===== src/rtl/piradspi_peripheral.sv =====
// rtl/piradspi_peripheral.sv - PiRadSPI SPI peripheral (slave), oversampled in the clk domain
// Optional stats counters: define PIRADSPI_PERIPH_STATS_EN.
module piradspi_peripheral #(
    parameter int               WIDTH     = 32,
    parameter bit               CPOL      = 1'b0,
    parameter bit               CPHA      = 1'b0,
    parameter logic [WIDTH-1:0] IDLE_WORD = '1
) (
    input  logic             clk,
    input  logic             rstn,
    input  logic             sclk,
    input  logic             csn,
    input  logic             mosi,
    output logic             miso,
    output logic             miso_oe,
    input  logic [WIDTH-1:0] tx_data,
    input  logic             tx_valid,
    output logic             tx_ready,
    output logic [WIDTH-1:0] rx_data,
    output logic             rx_valid,
    output logic             tx_underrun,
    output logic             frame_abort,
    output logic             busy
`ifdef PIRADSPI_PERIPH_STATS_EN
    ,
    input  logic             stats_clr,
    output logic [47:0]      stats
`endif
);

    localparam int CW = $clog2(WIDTH + 1);

    typedef enum logic {IDLE, ACTIVE} state_t;

    state_t           state_q, state_d;
    logic [1:0]       sclk_sync_q, sclk_sync_d, csn_sync_q, csn_sync_d, mosi_sync_q, mosi_sync_d;
    logic             sclk_prev_q, sclk_prev_d, csn_prev_q, csn_prev_d;
    logic [1:0]       init_q, init_d;
    logic             armed_q, armed_d;
    logic [WIDTH-1:0] tx_shift_q, tx_shift_d, rx_shift_q, rx_shift_d;
    logic [WIDTH-1:0] hold_q, hold_d, rx_data_q, rx_data_d;
    logic             hold_full_q, hold_full_d;
    logic [CW-1:0]    bit_cnt_q, bit_cnt_d;
    logic             miso_q, miso_d, miso_oe_q, miso_oe_d;
    logic             rx_valid_q, rx_valid_d, tx_underrun_q, tx_underrun_d;
    logic             frame_abort_q, frame_abort_d;

    logic             sclk_rise, sclk_fall, lead_edge, trail_edge, sample_edge, shift_edge;
    logic             csn_fall, csn_rise, load;
    logic [WIDTH-1:0] load_word;

    assign sclk_rise   = sclk_sync_q[1] & ~sclk_prev_q;
    assign sclk_fall   = ~sclk_sync_q[1] & sclk_prev_q;
    assign lead_edge   = CPOL ? sclk_fall : sclk_rise;
    assign trail_edge  = CPOL ? sclk_rise : sclk_fall;
    assign sample_edge = CPHA ? trail_edge : lead_edge;
    assign shift_edge  = CPHA ? lead_edge : trail_edge;
    assign csn_fall    = ~csn_sync_q[1] & csn_prev_q;
    assign csn_rise    = csn_sync_q[1] & ~csn_prev_q;
    assign load_word   = hold_full_q ? hold_q : IDLE_WORD;

    always_comb begin
        state_d       = state_q;
        sclk_sync_d   = {sclk_sync_q[0], sclk};
        csn_sync_d    = {csn_sync_q[0], csn};
        mosi_sync_d   = {mosi_sync_q[0], mosi};
        sclk_prev_d   = sclk_sync_q[1];
        csn_prev_d    = csn_sync_q[1];
        // The csn chain holds its reset value for two cycles; only arm once it shows a real high.
        init_d        = {init_q[0], 1'b1};
        armed_d       = armed_q | (init_q[1] & csn_sync_q[1]);
        tx_shift_d    = tx_shift_q;
        rx_shift_d    = rx_shift_q;
        hold_d        = hold_q;
        hold_full_d   = hold_full_q;
        rx_data_d     = rx_data_q;
        bit_cnt_d     = bit_cnt_q;
        miso_d        = miso_q;
        miso_oe_d     = miso_oe_q;
        rx_valid_d    = 1'b0;
        tx_underrun_d = 1'b0;
        frame_abort_d = 1'b0;
        load          = 1'b0;

        case (state_q)
            IDLE: begin
                if (csn_fall && armed_q) begin
                    state_d   = ACTIVE;
                    load      = 1'b1;
                    bit_cnt_d = '0;
                    miso_oe_d = 1'b1;
                end
            end
            ACTIVE: begin
                if (csn_rise) begin
                    state_d   = IDLE;
                    miso_oe_d = 1'b0;
                    miso_d    = 1'b0;
                    bit_cnt_d = '0;
                    if (bit_cnt_q == CW'(WIDTH)) begin
                        rx_data_d  = rx_shift_q;
                        rx_valid_d = 1'b1;
                    end else if (bit_cnt_q != '0) begin
                        frame_abort_d = 1'b1;
                    end
                end else if (bit_cnt_q == CW'(WIDTH)) begin
                    rx_data_d  = rx_shift_q;
                    rx_valid_d = 1'b1;
                    bit_cnt_d  = '0;
                    load       = 1'b1;
                end else if (sample_edge) begin
                    rx_shift_d = {rx_shift_q[WIDTH-2:0], mosi_sync_q[1]};
                    bit_cnt_d  = bit_cnt_q + CW'(1);
                end else if (shift_edge && (CPHA || bit_cnt_q != '0)) begin
                    miso_d     = tx_shift_q[WIDTH-1];
                    tx_shift_d = {tx_shift_q[WIDTH-2:0], 1'b0};
                end
            end
            default: state_d = IDLE;
        endcase

        // CPHA=0 must present the MSB before the first sample edge, so it leaves the shifter at load.
        if (load) begin
            if (CPHA) begin
                tx_shift_d = load_word;
            end else begin
                tx_shift_d = {load_word[WIDTH-2:0], 1'b0};
                miso_d     = load_word[WIDTH-1];
            end
            tx_underrun_d = ~hold_full_q;
            hold_full_d   = 1'b0;
        end
        if (tx_valid && !hold_full_q) begin
            hold_d      = tx_data;
            hold_full_d = 1'b1;
        end
    end

    always_ff @(posedge clk or negedge rstn) begin
        if (!rstn) begin
            state_q       <= IDLE;
            sclk_sync_q   <= {CPOL, CPOL};
            csn_sync_q    <= 2'b11;
            mosi_sync_q   <= 2'b00;
            sclk_prev_q   <= CPOL;
            csn_prev_q    <= 1'b1;
            init_q        <= 2'b00;
            armed_q       <= 1'b0;
            tx_shift_q    <= '0;
            rx_shift_q    <= '0;
            hold_q        <= '0;
            hold_full_q   <= 1'b0;
            rx_data_q     <= '0;
            bit_cnt_q     <= '0;
            miso_q        <= 1'b0;
            miso_oe_q     <= 1'b0;
            rx_valid_q    <= 1'b0;
            tx_underrun_q <= 1'b0;
            frame_abort_q <= 1'b0;
        end else begin
            state_q       <= state_d;
            sclk_sync_q   <= sclk_sync_d;
            csn_sync_q    <= csn_sync_d;
            mosi_sync_q   <= mosi_sync_d;
            sclk_prev_q   <= sclk_prev_d;
            csn_prev_q    <= csn_prev_d;
            init_q        <= init_d;
            armed_q       <= armed_d;
            tx_shift_q    <= tx_shift_d;
            rx_shift_q    <= rx_shift_d;
            hold_q        <= hold_d;
            hold_full_q   <= hold_full_d;
            rx_data_q     <= rx_data_d;
            bit_cnt_q     <= bit_cnt_d;
            miso_q        <= miso_d;
            miso_oe_q     <= miso_oe_d;
            rx_valid_q    <= rx_valid_d;
            tx_underrun_q <= tx_underrun_d;
            frame_abort_q <= frame_abort_d;
        end
    end

    assign miso        = miso_q;
    assign miso_oe     = miso_oe_q;
    assign tx_ready    = ~hold_full_q;
    assign rx_data     = rx_data_q;
    assign rx_valid    = rx_valid_q;
    assign tx_underrun = tx_underrun_q;
    assign frame_abort = frame_abort_q;
    assign busy        = (state_q == ACTIVE);

`ifdef PIRADSPI_PERIPH_STATS_EN
    logic [15:0] words_q, words_d, unders_q, unders_d, aborts_q, aborts_d;

    always_comb begin
        words_d  = words_q;
        unders_d = unders_q;
        aborts_d = aborts_q;
        if (stats_clr) begin
            words_d  = '0;
            unders_d = '0;
            aborts_d = '0;
        end else begin
            if (rx_valid_q && words_q != 16'hFFFF)     words_d  = words_q + 16'd1;
            if (tx_underrun_q && unders_q != 16'hFFFF) unders_d = unders_q + 16'd1;
            if (frame_abort_q && aborts_q != 16'hFFFF) aborts_d = aborts_q + 16'd1;
        end
    end

    always_ff @(posedge clk or negedge rstn) begin
        if (!rstn) begin
            words_q  <= '0;
            unders_q <= '0;
            aborts_q <= '0;
        end else begin
            words_q  <= words_d;
            unders_q <= unders_d;
            aborts_q <= aborts_d;
        end
    end

    assign stats = {aborts_q, unders_q, words_q};
`endif

endmodule


===== config.mk =====
export PLATFORM = sky130hd
export DESIGN_NAME = piradspi_peripheral
export DESIGN_NICKNAME = d
export VERILOG_FILES = /design/src/rtl/piradspi_peripheral.sv
export SDC_FILE = /design/constraint.sdc
export NUM_CORES = 1
export LEC_CHECK = 0
export CAP_MARGIN = 20
export CORE_UTILIZATION = 50
export CTS_CLUSTER_DIAMETER = 120
export CTS_CLUSTER_SIZE = 24
export DETAILED_ROUTE_END_ITERATION = 8
export PLACE_DENSITY_LB_ADDON = 0.3
export SYNTH_ARGS = -nofsm -noshare
export SYNTH_HDL_FRONTEND = slang
export SYNTH_SLANG_ARGS = --single-unit

===== constraint.sdc =====
create_clock -name clk -period 2.7 [get_ports clk]
set_clock_uncertainty 0.2 [all_clocks]
set_input_delay 0.54 -clock clk [delete_from_list [all_inputs] [get_ports clk]]
set_output_delay 0.54 -clock clk [all_outputs]
set_load 0.1 [all_outputs]

# Word level (Yosys, flattened, before mapping)
# Cells that the tools add are included.
[classes] addsub=1 n_eq_ne=9 muxes=35 n_bitwise=14 n_reduce_logical=15
[ops] operator="$mux W32" count=7
[ops] operator="$mux W6" count=4
[ops] operator="$mux W1" count=20
[ops] operator="$pmux W6 S2" count=1
[ops] operator="$not A1 Y1" count=8
[ops] operator="$reduce_and A4 Y1" count=2
[ops] operator="$add A6 B1 Y6 const B" count=1
[ops] operator="$eq A6 B6 Y1 const B" count=1
[ops] operator="$ne A2 B1 Y1 const B" count=3
[ops] operator="$pmux W1 S2" count=3
[ops] operator="$reduce_and A2 Y1" count=3
[ops] operator="$reduce_bool A2 Y1" count=3
[ops] operator="$reduce_bool A6 Y1" count=1
[ops] operator="$and A1 B1 Y1" count=5
[ops] operator="$reduce_and A5 Y1" count=1
[ops] operator="$ne A2 B2 Y1 const B" count=2
[ops] operator="$ne A4 B1 Y1 const B" count=1
[ops] operator="$logic_and A1 B1 Y1" count=3
[ops] operator="$ne A3 B1 Y1 const B" count=1
[ops] operator="$ne A3 B3 Y1 const B" count=1
[ops] operator="$reduce_bool A3 Y1" count=1
[ops] operator="$logic_not A1 Y1" count=1
[ops] operator="$or A1 B1 Y1" count=1
[word_totals] ff_bits=152 input_bits=38 out_inout_bits=39 wordCells=93

# Logic depth before layout (Yosys ltp)
[logic_depth] word_depth=9 depth_mapped=8 ltp_nobuf=6

# Least setup slack after synthesis
# No wires, ideal clock.
[synth_path] kind="reg-to-reg" start="reg state_q, in the netlist busy" end="reg tx_shift_q[4]" setup_time_ns=0.125 arrival_time_ns=2.334 required_ns=2.375 path_slack_ns=0.041 stages_incl_launch_ff=7 path_buffers=2 period_less_slack_ns=2.659 cell_sequence="dfrtp_1 buf_2 and4bb_2 a41o_1 buf_6 mux2_2 mux2_4"
[synth_via] elab_chain_len=4 elab_cells_between_ends=9 cone_classes="eq/ne: 3; mux: 2; bitwise: 1; reduce/logical: 3"
[synth_rtl] element="start, declared" line="35" text="state_t state_q, state_d;"
[synth_rtl] element="start signal, assigned" line="161" text="state_q <= state_d;"
[synth_rtl] element="$not A1 Y1"
[synth_rtl] element="$pmux W1 S2" line="85" text="case (state_q)"
[synth_rtl] element="$ne A2 B2 Y1 (no source line) (tied with other cells)"
[synth_rtl] element="$reduce_and A5 Y1 (no source line)"
[synth_rtl] element="end signal, assigned" line="169" text="tx_shift_q <= tx_shift_d;"
[synth_rtl] element="end, declared" line="40" text="logic [WIDTH-1:0] tx_shift_q, tx_shift_d, rx_shift_q, rx_shift_d;"
# Parallel ways exist; a longest one is shown, timed or not.
# A chain may end at the register's enable or synchronous reset.

# Final worst setup path
[layout_path] start="reg hold_full_q" end="out tx_ready"
[layout_via] elab_chain_len=1
[layout_rtl] element="start, declared" line="42" text="logic hold_full_q, hold_full_d;"
[layout_rtl] element="start signal, assigned" line="172" text="hold_full_q <= hold_full_d;"
[layout_rtl] element="$not A1 Y1" line="185" text="assign tx_ready = ~hold_full_q;"
[layout_rtl] element="end, declared" line="18" text="output logic tx_ready,"
# No other way between the ends.

==> summary.md <==
| Metric | Value |
|---|---|
| Post-CTS resize count | 0 |
| Startpoint types | flip-flop |
| # DRC | 0 |
| Minimum clock period after layout | between 2000 and 2500 ps |
| CTS Buf Count | 17 |
| Period utilization | 0.9090 |
| Top cells by area, synth | dfrtp_1 59%, mux2_2 17%, mux2i_1 7.0%, mux2_4 3.6%, nand2b_1 1.8% |
| Yosys warns | 0 |
| GRT Total Usage | 0.1842 |
| Distinct cells, synth | 42 |
| Filler cells | between 900 and 1,000 |
| RSZ-0062 raised after global routing | no |
| Io pins | 77 |
| Clk sinks | ~150 |
| Commonest non-fill, non-tap cell in the layout | dfrtp_1 |
| Routed wire length | 10.61 mm |
| FF+latch count, synth | 151 |
| EDFF count, synth | 0 |
| Largest net degree at the start of global routing | a little under 50 |
| Avg WL per Cell | between 15 and 20 um |
| Hold path cells | 0 |
| Die Area | approximately 13,000 um^2 |
| Clk root buf | clkbuf_16 |
| Clk slew on worst S/H paths | ~50 ps |
| Commonest non-fill, non-tap cells in the layout | 148 x dfrtp_1, 97 x mux2_2, 46 x buf_4, 44 x mux2i_1, 36 x clkdlybuf4s50_1 |
| Slew @ Worst Pin | 665.1 ps |
| Most frequently used flop master after synthesis | dfrtp_1 |
| Fin. Hold Viols | 0 |
| Layout cells sized above 1 | 0.3809 |
| P&R area growth vs syn | 23.13% |
| R2R cell count | 7 |
| Antenna violations before repair | 0 |
| Post-Syn Nets | ~480 |
| Worst skew pair latency | 420 ps |
| Ys async rst share | 1.000 |
| Top cell type's share of synthesized area | 0.5858 |
| Worst Path Arrival | about 1700 ps |
| H-tree depth | 4 |
| Final setup vio count | 0 |
| Cell taking the most area after synthesis | dfrtp_1 |
| DP HPWL | 7.148 mm |
| Crit Path Max Fanout | 17 |
| Leakage | about 3.7 nW |
| ANT nets after route | 0 |
| Number of global-route vias before repair | about 3,700 |
| Cells after Synth | 438 |
| Slew headroom | 0.5538 |
| Core area | 12,160 um^2 |
| CTS Buffer Depth | 2 |
| Crit. End Element | output port |
| Die Y | ~110 um |
| Tightest Hold Check Type | reg -> reg |
| Nets@finish | around 560 |
| Fin. max-slew vios | 0 |
| ANT cells | 0 |
| Initial core utilization | 0.5199 |
| Multi-input logic area | approximately 2300 um^2 |
| Setup TNS | 0 ps |
| Die width | between 100 and 150 um |
| DR vias/cell | between 5 and 6 |
| Register area | 3782 um^2 |
| Seq/Total Area, Yosys | 0.5983 |
| CTS tree | yes |
| Mapped cell area | around 6300 um^2 |
| CP Data Required Time | roughly 2000 ps |
| Max Freq | about 0.4 GHz |
| Worst vdd ir | around 0.57 mV |
| Detailed Routing Iterations Pass 1 | 4 |
| Port bufs | 76 |
| Total Power | 7.024 mW |
| Max Cap Viol | 0 |
| Avg Inst Size Synth | 14.43 um^2 |
| First-pass GRT wire length | about 18 mm |
| Grt ovf | 0 |
| Iter 0 DRT Violations | between 200 and 250 |
| Crit path kind | reg -> out |
| Site Rows | 40 |
| Status | complete, no violations |
| Vias | between 3,000 and 4,000 |
| Power Dens Cells | between 900 and 1000 nW/um^2 |
| GPL Wtd Cong | 0.7329 |
## critical path, stage by stage, from the launching register on
cell and delay [ps]:
dfrtp_1 350, clkinv_1 540, buf_12 400
## report_power, final
part / internal [mW] / switching (mW)
Combinational: 0.867 / 0.781
Sequential: 2.82 / 0.300
Clock: 1.37 / 0.881
Total: 5.06 / 1.96
## layout make-up
class	instances	share of cell area
sequential	151	0.4859
tap	168	0.02700
inverter	18	0.008679
timing repair buffer	89	0.1062
clock inverter	12	0.01639
multi-input combinational	244	0.2989
clock buffer	19	0.05689
## final timing paths
kind,startpoint,to,slack [ps]
setup reg to reg,bit_cnt_q[0]$_DFFE_PN0P_,tx_shift_q[31]$_DFFE_PN0P_,290
max in group asynchronous,rstn,rx_data[16]$_DFFE_PN0P_,1290
hold / removal,init_q[0]$_DFF_PN0_,init_q[1]$_DFF_PN0_,150
setup / recovery,hold_full_q$_DFFE_PN0P_,tx_ready,250
min in group asynchronous,rstn,rx_data[15]$_DFFE_PN0P_,420
hold reg to reg,init_q[0]$_DFF_PN0_,init_q[1]$_DFF_PN0_,150
## cell usage after synthesis (all sizes together), types with 2 or more instances
| cell | n |
|---|---|
| dfrtp | 148 |
| mux2 | 115 |
| mux2i | 44 |
| nor2 | 22 |
| nand2b | 18 |
| inv | 17 |
| buf | 16 |
| clkbuf | 9 |
| nand2 | 5 |
| a21o | 4 |
| o21ai | 4 |
| dfstp | 3 |
| o211ai | 3 |
| and3 | 2 |
| ha | 2 |
| nor2b | 2 |
| o22ai | 2 |
| xor2 | 2 |
## metal layers
| layer | wire [um] | vias to the layer above | global-route usage |
|---|---|---|---|
| met1 | 4825 | 1804 | 0.2318 |
| met5 | 0 | - | 0 |
| met4 | 157 | 0 | 0.07446 |
| li1 | - | 1680 | - |
| met2 | 5201 | 81 | 0.2986 |
| met3 | 421 | 14 | 0.05558 |
## state kept, by name (all words and copies together), names as in the netlist
| register | cells |
|---|---|
| hold_q | 32 |
| rx_data | 32 |
| rx_shift_q | 32 |
| tx_shift_q | 31 |
| bit_cnt_q | 6 |
| csn_sync_q | 2 |
| init_q | 2 |
| mosi_sync_q | 2 |
| sclk_sync_q | 2 |
| armed_q | 1 |
| busy | 1 |
| csn_prev_q | 1 |
| frame_abort | 1 |
| hold_full_q | 1 |
| miso | 1 |
| miso_oe | 1 |
| rx_valid | 1 |
| sclk_prev_q | 1 |
| tx_underrun | 1 |
## metrics by stage
step	hold WS, ps	instances	worst slack, ps	util	area [um^2]
detailed placement	137.1	669	300.0	0.5924	7204
floorplan	44.41	438	40.82	-	6322
CTS	149.5	701	240.3	0.6401	7785
global placement	132.9	669	378.0	0.5924	7204
global route	151.2	701	111.6	0.6401	7785
finish	147.0	701	245.8	0.6401	7785
## kinds of logic after synthesis
group | synth area share
flip-flops | 0.5983
other | 0.0005931
AO/OA/AOI/OAI | 0.02513
AND/OR/NAND/NOR | 0.05027
multiplexers | 0.2834
XOR/XNOR | 0.004157
buffers and inverters | 0.03424
adder cells (fa/ha/maj) | 0.003957
## timing repair
item,in CTS,in global routing
hold endpoints to repair,39,0
hold buffers,1,0
setup buffers,0,0
No activity file was read; power rests on OpenSTA's default activity.
